==> config.mk <==
export PLATFORM = sky130hd
export DESIGN_NAME = pkt_tx_framer
export DESIGN_NICKNAME = d
export VERILOG_FILES = /design/src/rtl/pkt_tx_framer.sv
export SDC_FILE = /design/constraint.sdc
export NUM_CORES = 1
export LEC_CHECK = 0
export ABC_AREA = 0
export BUFFER_PORTS_ARGS = -buffer_cell sky130_fd_sc_hd__buf_2
export CORE_MARGIN = 2
export CORE_UTILIZATION = 52
export CTS_BUF_LIST = sky130_fd_sc_hd__clkbuf_2 sky130_fd_sc_hd__clkbuf_4 sky130_fd_sc_hd__clkbuf_8
export DETAILED_ROUTE_END_ITERATION = 8
export PLACE_DENSITY = 0.81
export SYNTH_ARGS = -nofsm -noshare
export SYNTH_HDL_FRONTEND = slang
export SYNTH_SLANG_ARGS = --single-unit
==> constraint.sdc <==
create_clock -name clk -period 1.9 [get_ports clk]
set_input_delay 0.285 -clock clk [delete_from_list [all_inputs] [get_ports clk]]
set_output_delay 0.285 -clock clk [all_outputs]
set_load 0.005 [all_outputs]
==> src/rtl/pkt_tx_framer.sv <==
// Transmit-side framer: turns a per-packet command plus a raw data-word stream
// into the head/body/tail flit request stream of the NI packet processor.
module pkt_tx_framer #(
    parameter int FlitDataWidth = 32,
    parameter int NumVirtChn    = 3,
    parameter int PktWidth      = 8,
    localparam int VcWidth      = (NumVirtChn > 1) ? $clog2(NumVirtChn) : 1
) (
    input  logic                     clk,
    input  logic                     rst,
    input  logic                     cmd_valid_i,
    output logic                     cmd_ready_o,
    input  logic [VcWidth-1:0]       cmd_vc_i,
    input  logic [PktWidth-1:0]      cmd_pkt_sz_i,
    input  logic                     dat_valid_i,
    output logic                     dat_ready_o,
    input  logic [FlitDataWidth-1:0] dat_i,
    output logic                     out_valid_o,
    input  logic                     out_ready_i,
    output logic                     out_req_new_o,
    output logic                     out_req_last_o,
    output logic [FlitDataWidth-1:0] out_flit_data_o,
    output logic [VcWidth-1:0]       out_vc_id_o,
    output logic [PktWidth-1:0]      out_pkt_sz_o,
    output logic                     busy_o,
    output logic                     err_zero_sz_o,
    output logic [15:0]              pkt_cnt_o
);
    typedef enum logic {IDLE = 1'b0, XFER = 1'b1} state_t;

    state_t                   state_reg, state_next;
    logic [VcWidth-1:0]       vc_reg;
    logic [PktWidth-1:0]      sz_reg;
    logic [PktWidth-1:0]      idx_reg;
    logic                     out_valid_reg;
    logic                     out_req_new_reg;
    logic                     out_req_last_reg;
    logic [FlitDataWidth-1:0] out_flit_data_reg;
    logic [VcWidth-1:0]       out_vc_id_reg;
    logic [PktWidth-1:0]      out_pkt_sz_reg;
    logic                     err_reg;
    logic [15:0]              pkt_cnt_reg;

    logic cmd_hs, dat_hs, out_hs, last_beat, cmd_zero;

    assign cmd_hs    = cmd_valid_i && cmd_ready_o;
    assign dat_hs    = dat_valid_i && dat_ready_o;
    assign out_hs    = out_valid_reg && out_ready_i;
    assign cmd_zero  = (cmd_pkt_sz_i == '0);
    assign last_beat = (idx_reg == sz_reg - PktWidth'(1));

    always_ff @(posedge clk) begin
        if (rst) begin
            state_reg <= IDLE;
        end else begin
            state_reg <= state_next;
        end
    end

    always_comb begin
        state_next = state_reg;
        case (state_reg)
            IDLE: if (cmd_hs && !cmd_zero) state_next = XFER;
            XFER: if (dat_hs && last_beat) state_next = IDLE;
            default: state_next = IDLE;
        endcase
    end

    // The output register may be refilled in the same cycle it drains.
    always_comb begin
        cmd_ready_o = (state_reg == IDLE);
        dat_ready_o = (state_reg == XFER) && (!out_valid_reg || out_ready_i);
        busy_o      = (state_reg == XFER);
    end

    always_ff @(posedge clk) begin
        if (rst) begin
            vc_reg            <= '0;
            sz_reg            <= '0;
            idx_reg           <= '0;
            out_valid_reg     <= 1'b0;
            out_req_new_reg   <= 1'b0;
            out_req_last_reg  <= 1'b0;
            out_flit_data_reg <= '0;
            out_vc_id_reg     <= '0;
            out_pkt_sz_reg    <= '0;
            err_reg           <= 1'b0;
            pkt_cnt_reg       <= '0;
        end else begin
            err_reg <= cmd_hs && cmd_zero;
            if (cmd_hs && !cmd_zero) begin
                vc_reg  <= cmd_vc_i;
                sz_reg  <= cmd_pkt_sz_i;
                idx_reg <= '0;
            end
            if (dat_hs) begin
                out_valid_reg     <= 1'b1;
                out_flit_data_reg <= dat_i;
                out_vc_id_reg     <= vc_reg;
                out_pkt_sz_reg    <= sz_reg;
                out_req_new_reg   <= (idx_reg == '0);
                out_req_last_reg  <= last_beat;
                idx_reg           <= idx_reg + PktWidth'(1);
            end else if (out_hs) begin
                out_valid_reg <= 1'b0;
            end
            if (out_hs && out_req_last_reg) begin
                pkt_cnt_reg <= pkt_cnt_reg + 16'd1;
            end
        end
    end

    assign out_valid_o     = out_valid_reg;
    assign out_req_new_o   = out_req_new_reg;
    assign out_req_last_o  = out_req_last_reg;
    assign out_flit_data_o = out_flit_data_reg;
    assign out_vc_id_o     = out_vc_id_reg;
    assign out_pkt_sz_o    = out_pkt_sz_reg;
    assign err_zero_sz_o   = err_reg;
    assign pkt_cnt_o       = pkt_cnt_reg;

endmodule

* After elaboration in Yosys (flattened, before gate mapping)
Index checks and enable logic that the tools add are counted.
** Storage, ports and cells
- Flip-flop bits (word level) :: 81
- Input bits :: 47
- Output and inout port bits :: 65
- Logic and storage cells :: 39
** Operators by class
- Add/subtract/negate cells :: 3
- Equal/unequal tests :: 1
- Muxes and demuxes :: 7
- Bitwise operators :: 1
- Reductions and logical operators :: 15
** Operators with widths (count)
- $add A16 B1 Y16 const B :: 1
- $logic_not A8 Y1 :: 2
- $mux W8 :: 2
- $add A8 B1 Y8 const B :: 1
- $eq A8 B8 Y1 :: 1
- $logic_and A1 B1 Y1 :: 8
- $sub A8 B1 Y8 const B :: 1
- $mux W1 :: 4
- $reduce_bool A2 Y1 :: 2
- $logic_not A1 Y1 :: 2
- $pmux W1 S2 :: 1
- $logic_or A1 B1 Y1 :: 1
- $not A1 Y1 :: 1

* Logic depth before layout (Yosys ltp)
Gate-level depths: netlist of the first run.
- Depth after elaboration :: 7
- Gate-level depth with buffers :: 9
- Mapped depth without buffers :: 7

* Worst setup path before layout of the first run
Ideal clock, no wire load.
- Path kind :: flip-flop to flip-flop
- Start point :: reg sz_reg[0]
- End point :: reg out_req_last_reg (netlist: out_req_last_o)
- Library setup time :: 0.091 ns
- Arrival time :: 1.649 ns
- Required time :: 1.809 ns
- Slack :: 0.160 ns
- Cell stages (with the launch flop) :: 10
- Buffers on the path :: 2
- Period minus slack after synthesis :: 1.740 ns
- Cells stage by stage :: dfxtp_1 -> buf_2 -> inv_1 -> ha_1 -> clkbuf_2 -> nand2b_1 -> o211a_1 -> o31ai_1 -> a32oi_1 -> a311oi_1
** Between the ends
- Cells in the longest elaborated chain, start to end :: 2
** Ends and longest elaborated chain
- from (decl) :: RTL line 33 : logic [PktWidth-1:0] sz_reg;
- from (signal assigned) :: RTL line 93 : sz_reg <= cmd_pkt_sz_i;
- $sub A8 B1 Y8 :: RTL line 50 : assign last_beat = (idx_reg == sz_reg - PktWidth'(1));
- $eq A8 B8 Y1 :: RTL line 50
- to (signal assigned) :: RTL line 102 : out_req_last_reg <= last_beat;
- to (decl) :: RTL line 37 : logic out_req_last_reg;
No other way between the ends.
A chain may end at the register's enable or synchronous reset.

* Worst setup path in the final report of the first run
Same ends and word-level chain as after synthesis.

==> metrics.txt, run 1 <==
# TYPE chip_impl_metric gauge
chip_impl_info{name="run_status",value="finished clean"} 1
chip_impl_metric{name="clk_transition_reported_paths",unit="ns"} 0.09
chip_impl_metric{name="postCtsHoldBufs",unit=""} 0
chip_impl_metric{name="synth_cells",unit=""} 418
chip_impl_metric{name="worst_skew_pair.late_latency",unit="ns"} 0.35
chip_impl_metric{name="post-cts-setup-buffers",unit=""} 0
chip_impl_metric{name="htree_num_levels",unit=""} 3
chip_impl_metric{name="cp_max_fo",unit=""} 8
chip_impl_metric{name="number_of_antenna_diodes",unit=""} 0
chip_impl_metric{name="cts_repair_resize_count",unit=""} 0
chip_impl_metric{name="mappedNetlistNets",unit=""} 469
chip_impl_metric{name="p_r_area_growth_vs_syn",unit="%"} 25.8
chip_impl_metric{name="final-instance-count-excl-fill",unit=""} 610
chip_impl_metric{name="syn_area",unit="sq um"} 3390
chip_impl_metric{name="detailroute.via_count",unit=""} 3192
chip_impl_metric{name="vias_per_cell",unit=""} 5.23
chip_impl_info{name="worst_hold_path.endpoint",value="out_flit_data_o[23]$_SDFFE_PP0P_"} 1
chip_impl_info{name="timing.hold.worst.class",value="input port to register"} 1
chip_impl_metric{name="antenna_found_initial",unit=""} 0
chip_impl_metric{name="dpl_cell_area",unit="sq um"} 4060
chip_impl_info{name="rsz_0062_raised_after_global_routing",value="no"} 1
chip_impl_metric{name="synthDominantCellAreaShare",unit="%"} 47.8
chip_impl_info{name="ctsRootBufferMaster",value="sky130_fd_sc_hd__clkbuf_8"} 1
chip_impl_metric{name="setup_violations",unit=""} 0
chip_impl_metric{name="post_place_setup_slack",unit="ns"} 0.132
chip_impl_info{name="cp-end-kind",value="register"} 1
chip_impl_metric{name="post-layout-total-power",unit="mW"} 4.22
chip_impl_info{name="crit-reg2reg-capture",value="out_req_last_o$_SDFFE_PP0P_"} 1
chip_impl_metric{name="io_pins",unit=""} 112
chip_impl_info{name="setup.worst_path.class",value="register to register"} 1
chip_impl_info{name="topRoutingLayerUsed",value="met4"} 1
chip_impl_metric{name="chipWidth",unit="microns"} 84.7
chip_impl_metric{name="final.hold.worst_slack",unit="ns"} 0.163
chip_impl_metric{name="gpl.final_weighted_congestion",unit=""} 0.835
chip_impl_metric{name="timing.slew.headroom",unit="%"} 70.7
chip_impl_metric{name="postLayoutCoreUtil",unit="%"} 67.5
chip_impl_metric{name="largest_register_ffs",unit=""} 32
chip_impl_metric{name="worst_slack",unit="ns"} 0.136
chip_impl_metric{name="max_freq",unit="MHz"} 567
chip_impl_metric{name="ys_seq_elements",unit=""} 81
chip_impl_metric{name="holdPathStages",unit=""} 3
chip_impl_metric{name="timing.max_cap.violations",unit=""} 0
chip_impl_metric{name="cts_inserted_buffers",unit=""} 9
chip_impl_metric{name="fill_cells",unit=""} 540
chip_impl_metric{name="die_y",unit="microns"} 84.7
chip_impl_metric{name="post-route-drc-count",unit=""} 0
chip_impl_metric{name="grt-ovfl-total",unit=""} 0
chip_impl_metric{name="slew_worst_pin",unit="ns"} 0.429
chip_impl_metric{name="globalRouteTotalUtil",unit="%"} 22.7
chip_impl_metric{name="met2RoutedLength",unit="microns"} 3760
chip_impl_metric{name="cts_max_path_buffers",unit=""} 2
chip_impl_info{name="netlist.top_cell.by_area",value="sky130_fd_sc_hd__dfxtp_1"} 1
chip_impl_metric{name="placeableCoreArea",unit="sq um"} 6310
chip_impl_metric{name="tns",unit="ns"} 0
chip_impl_metric{name="clock-sinks",unit=""} 81
chip_impl_metric{name="fin_skew",unit="ns"} 0.00849
chip_impl_metric{name="rows",unit=""} 29
chip_impl_metric{name="irDropWorstVdd",unit="uV"} 663
chip_impl_metric{name="routed_wirelength",unit="microns"} 8190
chip_impl_metric{name="cp.required",unit="ns"} 2.15
chip_impl_metric{name="grt_first_pass_wirelength",unit="microns"} 13300
chip_impl_metric{name="die-area",unit="sq um"} 7180
chip_impl_metric{name="slew_viol_final",unit=""} 0
chip_impl_metric{name="detailedPlacementHpwl",unit="microns"} 5880
chip_impl_metric{name="synth-seq-area-share",unit="%"} 47.8
chip_impl_metric{name="worst_ep_arrival_time",unit="ns"} 2.02
chip_impl_metric{name="synth.avg_cell_area",unit="sq um"} 8.11
chip_impl_metric{name="first_global_vias",unit=""} 2945
chip_impl_info{name="setup.worst_path.start_class",value="register"} 1
chip_impl_metric{name="drive_gt1_share",unit="%"} 28.7
chip_impl_metric{name="power.static_leakage",unit="nW"} 1.84
chip_impl_metric{name="wirelength_met1",unit="microns"} 3670
chip_impl_metric{name="maximum_number_of_pins_on_one_net_before_global_route_repair",unit=""} 35
chip_impl_metric{name="synth-warning-count",unit=""} 0
chip_impl_metric{name="start_util",unit="%"} 53.7
chip_impl_metric{name="hold_violation_total_from_the_final_report",unit=""} 0
chip_impl_metric{name="ff2ff_path_depth",unit=""} 6
chip_impl_metric{name="place.port_buffers",unit=""} 111
chip_impl_metric{name="routed_length_per_placed_instance",unit="microns"} 13.4
chip_impl_info{name="worstReg2RegStart",value="sz_reg[0]$_SDFFE_PP0P_"} 1
chip_impl_info{name="netlist_top_cells_area",value="sky130_fd_sc_hd__dfxtp_1 48%, sky130_fd_sc_hd__nand2_1 13%, sky130_fd_sc_hd__a21oi_1 9.0%"} 1
chip_impl_metric{name="drt_pass1_iterations",unit=""} 5
chip_impl_metric{name="count_of_placed_standard_cells_including_taps",unit=""} 594
chip_impl_metric{name="met3_wirelength",unit="microns"} 521
chip_impl_metric{name="post-route-cell-area",unit="sq um"} 4260
chip_impl_metric{name="finalNetCount",unit=""} 579
chip_impl_metric{name="power_per_cell_area",unit="nW/um^2"} 991
chip_impl_info{name="hold_path.startpoint",value="dat_i[23]"} 1
chip_impl_metric{name="fin_crit",unit="ns"} 1.76
chip_impl_metric{name="number_of_nets_still_failing_antenna_checks_after_routing",unit=""} 0
chip_impl_metric{name="regToRegSetupSlack",unit="ns"} 0.14
chip_impl_metric{name="fin_crit_sh",unit="%"} 92.8
chip_impl_metric{name="synth_cell_type_count",unit=""} 46
chip_impl_info{name="tritoncts",value="built"} 1
chip_impl_metric{name="detail_route.iter0.violations",unit=""} 190
final cells by class:
type | instances | area (sq um) | area share [%]
clock buffers | 9 | 124 | 2.91
clock inverters | 7 | 76.3 | 1.79
repair buffers | 126 | 681 | 16.0
inverters | 6 | 22.5 | 0.528
well taps | 77 | 96.3 | 2.26
flip-flops and latches | 81 | 1620 | 38.0
multi-input cells | 304 | 1640 | 38.5
cell usage after synthesis, drive strengths merged:
| cell type | instances |
|---|---|
| o21bai | 2 |
| a311oi | 2 |
| mux2i | 1 |
| a22oi | 2 |
| o21ai | 3 |
| xor2 | 12 |
| nand4 | 6 |
| dfxtp | 81 |
| a21oi | 62 |
| nand3 | 11 |
| nand2 | 113 |
| o311ai | 2 |
| nand2b | 6 |
| and2 | 2 |
| nor2 | 29 |
| clkbuf | 16 |
| and3 | 7 |
| and4 | 1 |
| xnor2 | 11 |
| nor4b | 2 |
| mux2 | 1 |
| nor2b | 1 |
| o21a | 1 |
| o31ai | 2 |
| o211a | 1 |
| a32oi | 1 |
| or4 | 5 |
| inv | 6 |
| a2111oi | 1 |
| nor4 | 4 |
| o221ai | 1 |
| nor3 | 3 |
| a211oi | 2 |
| ha | 4 |
| buf | 11 |
| nand3b | 3 |
worst max path at each step:
stage                                 from                           to  slack [ns]  cells after the start
finish              sz_reg[0]$_SDFFE_PP0P_  out_req_last_o$_SDFFE_PP0P_        0.14                      6
global route        sz_reg[0]$_SDFFE_PP0P_  out_req_last_o$_SDFFE_PP0P_        0.03                      7
CTS                 sz_reg[0]$_SDFFE_PP0P_  out_req_last_o$_SDFFE_PP0P_         0.1                      7
detailed placement  sz_reg[0]$_SDFFE_PP0P_  out_req_last_o$_SDFFE_PP0P_        0.13                      7
global placement           cmd_pkt_sz_i[3]      idx_reg[7]$_SDFFE_PP0P_        0.21                      6
floorplan           sz_reg[0]$_SDFFE_PP0P_  out_req_last_o$_SDFFE_PP0P_        0.16                      9
metal layers:
metal	GRT usage [%]	vias up
met5	0	-
met4	12.6	0
met3	4.82	23
met2	36.8	114
met1	28.2	1433
li1	-	1622
cells in the final DEF, fill, tap and decap left out, drive strengths merged, types with 4 or more instances in the layout:
cell type / n
nand2b: 6
nor2: 29
xor2: 12
xnor2: 11
a21oi: 62
nand2: 113
nand4: 6
ha: 4
inv: 8
nand3: 11
or4: 5
and3: 7
buf: 126
dfxtp: 81
clkbuf: 9
nor4: 4
worst max-delay path, cell delays in order, from the launching register on:
cell                        delay [ns]
sky130_fd_sc_hd__dfxtp_1          0.33
sky130_fd_sc_hd__inv_1            0.04
sky130_fd_sc_hd__ha_1             0.29
sky130_fd_sc_hd__o21bai_1         0.19
sky130_fd_sc_hd__a2111oi_0        0.46
sky130_fd_sc_hd__a311oi_1         0.12
sky130_fd_sc_hd__a311oi_1         0.24
report_power, final:
part	switching, mW	internal, mW
Clock	0.635	0.615
Combinational	0.577	0.430
Sequential	0.118	1.85
cell families after synthesis:
group / count (synthesis) / share of synthesized area (%)
compound gates: 82 / 14.3
simple gates: 193 / 25.8
flops: 81 / 47.8
mux: 2 / 0.628
fa+ha+maj: 4 / 1.48
buf+inv: 33 / 4.06
xor+xnor: 23 / 5.94
No activity file was read; power rests on OpenSTA's default activity.
==> run 2: changes to the inputs <==
--- a/config.mk
+++ b/config.mk
@@ -17 +17,2 @@
 export SYNTH_SLANG_ARGS = --single-unit
+export TNS_END_PERCENT = 10
==> constraint.sdc (replaced) <==
create_clock -name clk -period 1.9 [get_ports clk]
set_input_delay 0 -clock clk [delete_from_list [all_inputs] [get_ports clk]]
set_output_delay 0 -clock clk [all_outputs]
set_load 0.005 [all_outputs]
==> run 2 against run 1 <==
Compared with the run above:
- register-to-register slack improved by 0.04 ns
- combinational power rose by 5%
- total power rose by 2.7%
- critical path depth rose by 1
- critical path type unchanged
- final cell count rose by 6.2%
- sequential share of layout area fell by 3.3 points
- die area did not move
- first-iteration DRC count rose by 4.2%
- highest routed layer unchanged
- clock skew rose by 0.0023 ns
==> metrics.txt, run 2 (synthesis results as in run 1) <==
# TYPE chip_impl_metric gauge
chip_impl_metric{name="htree_num_levels",unit=""} 3
chip_impl_info{name="cp-end-kind",value="register"} 1
chip_impl_metric{name="p_r_area_growth_vs_syn",unit="%"} 37.5
chip_impl_metric{name="grt-ovfl-total",unit=""} 0
chip_impl_metric{name="die-area",unit="sq um"} 7180
chip_impl_metric{name="place.port_buffers",unit=""} 111
chip_impl_metric{name="detail_route.iter0.violations",unit=""} 198
chip_impl_metric{name="antenna_found_initial",unit=""} 0
chip_impl_metric{name="timing.slew.headroom",unit="%"} 57.8
chip_impl_metric{name="placeableCoreArea",unit="sq um"} 6310
chip_impl_metric{name="start_util",unit="%"} 53.7
chip_impl_metric{name="detailedPlacementHpwl",unit="microns"} 5850
chip_impl_metric{name="die_y",unit="microns"} 84.7
chip_impl_info{name="layout.cells.most_common_list",value="113 x sky130_fd_sc_hd__nand2_1, 111 x sky130_fd_sc_hd__buf_2, 81 x sky130_fd_sc_hd__dfxtp_1"} 1
chip_impl_info{name="run_status",value="finished clean"} 1
chip_impl_metric{name="gpl.final_weighted_congestion",unit=""} 0.823
chip_impl_metric{name="clk_transition_reported_paths",unit="ns"} 0.08
chip_impl_metric{name="drive_gt1_share",unit="%"} 25.9
chip_impl_metric{name="globalRouteTotalUtil",unit="%"} 26.2
chip_impl_metric{name="number_of_antenna_diodes",unit=""} 0
chip_impl_metric{name="worst_skew_pair.late_latency",unit="ns"} 0.36
chip_impl_metric{name="routed_wirelength",unit="microns"} 9040
chip_impl_metric{name="count_of_placed_standard_cells_including_taps",unit=""} 590
chip_impl_metric{name="tns",unit="ns"} 0
chip_impl_metric{name="drt_pass1_iterations",unit=""} 4
chip_impl_metric{name="timing.max_cap.violations",unit=""} 0
chip_impl_metric{name="largest_register_ffs",unit=""} 32
chip_impl_metric{name="power_per_cell_area",unit="nW/um^2"} 930
chip_impl_metric{name="fin_skew",unit="ns"} 0.0108
chip_impl_info{name="layout.cells.most_common",value="sky130_fd_sc_hd__nand2_1"} 1
chip_impl_metric{name="vias_per_cell",unit=""} 5.25
chip_impl_metric{name="cts_max_path_buffers",unit=""} 2
chip_impl_metric{name="irDropWorstVdd",unit="uV"} 584
chip_impl_metric{name="detailroute.via_count",unit=""} 3401
chip_impl_info{name="timing.hold.worst.class",value="input port to register"} 1
chip_impl_metric{name="cp_max_fo",unit=""} 8
chip_impl_metric{name="cp.required",unit="ns"} 2.11
chip_impl_metric{name="finalNetCount",unit=""} 617
chip_impl_metric{name="post-route-cell-area",unit="sq um"} 4660
chip_impl_info{name="setup.worst_path.start_class",value="register"} 1
chip_impl_metric{name="dpl_cell_area",unit="sq um"} 4030
chip_impl_metric{name="first_global_vias",unit=""} 3344
chip_impl_metric{name="hold_violation_total_from_the_final_report",unit=""} 0
chip_impl_metric{name="rows",unit=""} 29
chip_impl_metric{name="slew_worst_pin",unit="ns"} 0.633
chip_impl_metric{name="final-instance-count-excl-fill",unit=""} 648
chip_impl_metric{name="chipWidth",unit="microns"} 84.7
chip_impl_metric{name="power.static_leakage",unit="nW"} 2.01
chip_impl_metric{name="post-route-drc-count",unit=""} 0
chip_impl_metric{name="clock-sinks",unit=""} 81
chip_impl_metric{name="routed_length_per_placed_instance",unit="microns"} 14.0
chip_impl_info{name="tritoncts",value="built"} 1
chip_impl_info{name="ctsRootBufferMaster",value="sky130_fd_sc_hd__clkbuf_8"} 1
chip_impl_metric{name="io_pins",unit=""} 112
chip_impl_metric{name="max_freq",unit="MHz"} 580
chip_impl_info{name="rsz_0062_raised_after_global_routing",value="no"} 1
chip_impl_metric{name="number_of_nets_still_failing_antenna_checks_after_routing",unit=""} 0
chip_impl_metric{name="setup_violations",unit=""} 0
chip_impl_metric{name="fin_crit",unit="ns"} 1.72
chip_impl_metric{name="fin_crit_sh",unit="%"} 90.8
chip_impl_metric{name="cts_inserted_buffers",unit=""} 9
chip_impl_metric{name="maximum_number_of_pins_on_one_net_before_global_route_repair",unit=""} 36
chip_impl_metric{name="grt_first_pass_wirelength",unit="microns"} 15300
chip_impl_metric{name="worst_ep_arrival_time",unit="ns"} 1.94
chip_impl_info{name="setup.worst_path.class",value="register to register"} 1
chip_impl_metric{name="slew_viol_final",unit=""} 0
-- run 2: critical path: stages (launching register included) --
cell	delay [ns]
sky130_fd_sc_hd__dfxtp_1	0.34
sky130_fd_sc_hd__inv_1	0.05
sky130_fd_sc_hd__ha_1	0.28
sky130_fd_sc_hd__o21bai_1	0.19
sky130_fd_sc_hd__a2111oi_1	0.42
sky130_fd_sc_hd__a311oi_1	0.11
sky130_fd_sc_hd__nand3b_1	0.10
sky130_fd_sc_hd__o221ai_1	0.10
-- run 2: power by group --
group,total [mW],internal [mW],leakage [nW],switching (mW)
clock network,1.31,0.686,0.110,0.628
logic,1.06,0.471,1.24,0.585
registers,1.97,1.85,0.658,0.117
total,4.34,3.01,2.01,1.33
-- run 2: what timing repair did --
| action | CTS | global route |
|---|---|---|
| hold buffers | 42 | 0 |
| setup buffers | 0 | 0 |
| resized for setup | 0 | 1 |
| endpoints found under the hold margin | 43 | 0 |
| setup endpoints to repair | 0 | 2 |
-- run 2: area by class of cell --
class / count / area (sq um)
fillers: 485 / 1650
multi-input cells: 304 / 1640
flip-flops and latches: 81 / 1620
repair buffers: 164 / 1070
clock buffers: 11 / 151
well taps: 77 / 96.3
clock inverters: 5 / 61.3
inverters: 6 / 22.5
-- run 2: worst paths after layout --
kind | depth (start not counted) | from | slack [ns] | endpoint
max | 7 | sz_reg[0]$_SDFFE_PP0P_ | 0.18 | busy_o$_SDFF_PP0_
min reg2reg | 2 | out_flit_data_o[12]$_SDFFE_PP0P_ | 0.46 | out_flit_data_o[12]$_SDFFE_PP0P_
max reg2reg | 7 | sz_reg[0]$_SDFFE_PP0P_ | 0.18 | busy_o$_SDFF_PP0_
min | 3 | out_ready_i | 0.05 | out_valid_o$_SDFFE_PP0P_
-- run 2: through the flow --
step | utilization, % | power, mW | worst slack, ns | hold slack [ns]
after floorplan | - | 2.61 | 0.160 | 0.136
after global placement | 63.8 | 2.95 | 0.255 | 0.239
after detailed placement | 63.8 | 2.98 | 0.194 | 0.247
after CTS | 73.8 | 4.34 | 0.152 | 0.0427
after global routing | 73.8 | 4.58 | 0.00370 | 0.0499
final | 73.8 | 4.34 | 0.176 | 0.0499
-- run 2: metal layers --
metal	up-vias	GRT usage [%]	wire length, microns
met5	-	0	0
met4	0	9.96	178
met3	21	5.60	614
met2	116	46.6	4590
met1	1563	30.8	3660
li1	1701	-	-
==> run 3: changes to the inputs <==
CORE_UTILIZATION = 56   (was 52)
PLACE_DENSITY = 0.86   (was 0.81)
clock period = 2.14 ns   (was 1.9 ns; I/O delays follow)
==> run 3 against run 2 <==
Compared with the run above:
- count of clock-buffer cells in the layout decreased by 2
- routed wire length grew 1.6%
- utilization rose by 4.8 points
- via count increased by 2.6%
- non-clock buffer count is 3 lower
- register-to-register slack got worse by 0.02 ns
- die area down 6.8%
- total power fell by 10%
- critical endpoint is now out_req_last_o$_SDFFE_PP0P_
==> metrics.txt, run 3 (synthesis results as in run 1) <==
# TYPE chip_impl_metric gauge
chip_impl_info{name="run_status",value="finished clean"} 1
chip_impl_metric{name="holdPathStages",unit=""} 3
chip_impl_metric{name="drive_gt1_share",unit="%"} 25.4
chip_impl_metric{name="cp.required",unit="ns"} 2.40
chip_impl_metric{name="detail_route.iter0.violations",unit=""} 213
chip_impl_info{name="cp-end-kind",value="register"} 1
chip_impl_metric{name="hold_violation_total_from_the_final_report",unit=""} 0
chip_impl_metric{name="irDropWorstVdd",unit="uV"} 551
chip_impl_metric{name="slew_viol_final",unit=""} 0
chip_impl_metric{name="power_per_cell_area",unit="nW/um^2"} 841
chip_impl_metric{name="setup_violations",unit=""} 0
chip_impl_metric{name="fill_cells",unit=""} 395
chip_impl_metric{name="first_global_vias",unit=""} 3248
chip_impl_info{name="rsz_0062_raised_after_global_routing",value="no"} 1
chip_impl_metric{name="routed_wirelength",unit="microns"} 9190
chip_impl_metric{name="timing.slew.headroom",unit="%"} 61.6
chip_impl_metric{name="globalRouteTotalUtil",unit="%"} 27.9
chip_impl_metric{name="cts_inserted_buffers",unit=""} 9
chip_impl_metric{name="drt_pass1_iterations",unit=""} 7
chip_impl_metric{name="die-area",unit="sq um"} 6690
chip_impl_metric{name="share_seq_of_total_power",unit="%"} 45.2
chip_impl_metric{name="finalNetCount",unit=""} 614
chip_impl_metric{name="fin_crit_sh",unit="%"} 93.0
chip_impl_metric{name="worst_skew_pair.late_latency",unit="ns"} 0.36
chip_impl_metric{name="place.port_buffers",unit=""} 111
chip_impl_metric{name="share_comb_of_total_power",unit="%"} 23.5
chip_impl_metric{name="grt_first_pass_wirelength",unit="microns"} 14400
chip_impl_metric{name="switching_share",unit="%"} 30.7
chip_impl_metric{name="placeableCoreArea",unit="sq um"} 5890
chip_impl_metric{name="multi_input_gate_area",unit="sq um"} 1640
chip_impl_metric{name="final.hold.worst_slack",unit="ns"} 0.0554
chip_impl_metric{name="post-route-cell-area",unit="sq um"} 4630
chip_impl_metric{name="htree_num_levels",unit=""} 3
chip_impl_metric{name="fin_skew",unit="ns"} 0.0103
chip_impl_metric{name="p_r_area_growth_vs_syn",unit="%"} 36.5
chip_impl_metric{name="number_of_antenna_diodes",unit=""} 0
chip_impl_metric{name="clock-sinks",unit=""} 81
chip_impl_metric{name="detailedPlacementHpwl",unit="microns"} 5780
chip_impl_metric{name="clk_transition_reported_paths",unit="ns"} 0.08
chip_impl_metric{name="ff_latch_area",unit="sq um"} 1620
chip_impl_metric{name="post-route-drc-count",unit=""} 0
chip_impl_metric{name="grt-ovfl-total",unit=""} 0
chip_impl_metric{name="postCtsHoldBufs",unit=""} 42
chip_impl_metric{name="final-instance-count-excl-fill",unit=""} 642
chip_impl_metric{name="worst_ep_arrival_time",unit="ns"} 2.25
chip_impl_metric{name="number_of_nets_still_failing_antenna_checks_after_routing",unit=""} 0
chip_impl_metric{name="slew_worst_pin",unit="ns"} 0.570
chip_impl_metric{name="fin_crit",unit="ns"} 1.99
chip_impl_metric{name="detailroute.via_count",unit=""} 3490
chip_impl_metric{name="power_switching",unit="mW"} 1.20
chip_impl_metric{name="power.static_leakage",unit="nW"} 1.98
chip_impl_metric{name="start_util",unit="%"} 57.6
chip_impl_metric{name="chipWidth",unit="microns"} 81.8
chip_impl_metric{name="regToRegSetupSlack",unit="ns"} 0.15
chip_impl_metric{name="vias_per_cell",unit=""} 5.44
chip_impl_metric{name="io_pins",unit=""} 112
chip_impl_metric{name="max_freq",unit="MHz"} 503
chip_impl_metric{name="clkPwrFrac",unit="%"} 31.4
chip_impl_metric{name="tns",unit="ns"} 0
chip_impl_metric{name="die_y",unit="microns"} 81.8
chip_impl_metric{name="gpl.final_weighted_congestion",unit=""} 0.799
chip_impl_metric{name="routed_length_per_placed_instance",unit="microns"} 14.3
chip_impl_metric{name="count_of_placed_standard_cells_including_taps",unit=""} 585
chip_impl_info{name="layout.cells.most_common",value="sky130_fd_sc_hd__nand2_1"} 1
chip_impl_metric{name="rows",unit=""} 28
chip_impl_info{name="setup.worst_path.start_class",value="register"} 1
chip_impl_metric{name="antenna_found_initial",unit=""} 0
chip_impl_metric{name="maximum_number_of_pins_on_one_net_before_global_route_repair",unit=""} 37
chip_impl_metric{name="intPower",unit="mW"} 2.70
chip_impl_metric{name="largest_register_ffs",unit=""} 32
chip_impl_info{name="tritoncts",value="built"} 1
chip_impl_info{name="crit-reg2reg-capture",value="out_req_last_o$_SDFFE_PP0P_"} 1
chip_impl_info{name="worstReg2RegStart",value="sz_reg[0]$_SDFFE_PP0P_"} 1
chip_impl_info{name="layout.cells.most_common_list",value="113 x sky130_fd_sc_hd__nand2_1, 111 x sky130_fd_sc_hd__buf_2, 81 x sky130_fd_sc_hd__dfxtp_1"} 1
chip_impl_metric{name="cp_max_fo",unit=""} 8
chip_impl_metric{name="cts_repair_resize_count",unit=""} 0
chip_impl_metric{name="dpl_cell_area",unit="sq um"} 3990
chip_impl_info{name="ctsRootBufferMaster",value="sky130_fd_sc_hd__clkbuf_8"} 1
chip_impl_metric{name="cts_max_path_buffers",unit=""} 2
chip_impl_info{name="worst_hold_path.endpoint",value="out_valid_o$_SDFFE_PP0P_"} 1
chip_impl_metric{name="timing.max_cap.violations",unit=""} 0
chip_impl_metric{name="post-cts-setup-buffers",unit=""} 0
chip_impl_info{name="setup.worst_path.class",value="register to register"} 1
chip_impl_metric{name="ff2ff_path_depth",unit=""} 7
chip_impl_info{name="hold_path.startpoint",value="out_ready_i"} 1
chip_impl_info{name="timing.hold.worst.class",value="input port to register"} 1
run 3: cell types whose count changed in the layout (fill, tap and decap cells not counted), sizes merged:
cell / previous run / this run
clkinvlp: 0 / 2
clkbuf: 11 / 9
clkinv: 3 / 1
buf: 122 / 119
bufinv: 1 / 2
run 3: layout make-up:
| cell class | count | area share [%] |
|---|---|---|
| sequential | 81 | 35.0 |
| timing repair buffer | 161 | 22.4 |
| inverter | 6 | 0.487 |
| tap | 75 | 2.03 |
| multi-input combinational | 304 | 35.4 |
| clock inverter | 6 | 2.00 |
| clock buffer | 9 | 2.68 |
run 3: metrics by stage:
stage	util, %	power, mW	worst slack (ns)
3_3_place_gp	67.8	2.59	0.335
3_5_place_dp	67.8	2.62	0.213
6_report	78.6	3.89	0.151
2_1_floorplan	-	2.31	0.400
5_1_grt	78.6	4.08	0.0303
4_1_cts	78.6	3.88	0.182
run 3: worst max-delay path by stage:
stage / end / cells after the start / startpoint
after global placement: busy_o$_SDFF_PP0_ / 7 / sz_reg[0]$_SDFFE_PP0P_
after detailed placement: out_req_last_o$_SDFFE_PP0P_ / 7 / sz_reg[0]$_SDFFE_PP0P_
after global routing: out_req_last_o$_SDFFE_PP0P_ / 7 / sz_reg[0]$_SDFFE_PP0P_
after floorplan: out_req_last_o$_SDFFE_PP0P_ / 9 / sz_reg[0]$_SDFFE_PP0P_
after CTS: out_req_last_o$_SDFFE_PP0P_ / 7 / sz_reg[0]$_SDFFE_PP0P_
final: out_req_last_o$_SDFFE_PP0P_ / 7 / sz_reg[0]$_SDFFE_PP0P_
run 3: layer usage:
layer / global-route usage (%) / share of wire, % / vias up
li1: - / - / 1698
met1: 32.2 / 40 / 1616
met2: 48.7 / 50 / 153
met3: 6.15 / 7.3 / 23
met4: 13.0 / 2.5 / 0
met5: 0 / 0 / -
run 3: power groups by stage:
stage               Combinational [mW]  Sequential (mW)  Clock [mW]
floorplan                        0.541             1.77           0
global placement                 0.817             1.78           0
detailed placement               0.838             1.79           0
CTS                              0.902             1.75        1.23
global route                      1.01             1.78        1.29
finish                           0.913             1.76        1.22
run 3: worst max-delay path, cell delays in order (launching register included):
cell and delay [ns]:
sky130_fd_sc_hd__dfxtp_1 0.49, sky130_fd_sc_hd__inv_1 0.09, sky130_fd_sc_hd__ha_1 0.30, sky130_fd_sc_hd__nand2b_1 0.19
sky130_fd_sc_hd__o211a_1 0.15, sky130_fd_sc_hd__o31ai_1 0.26, sky130_fd_sc_hd__a32oi_1 0.16, sky130_fd_sc_hd__a311oi_1 0.26
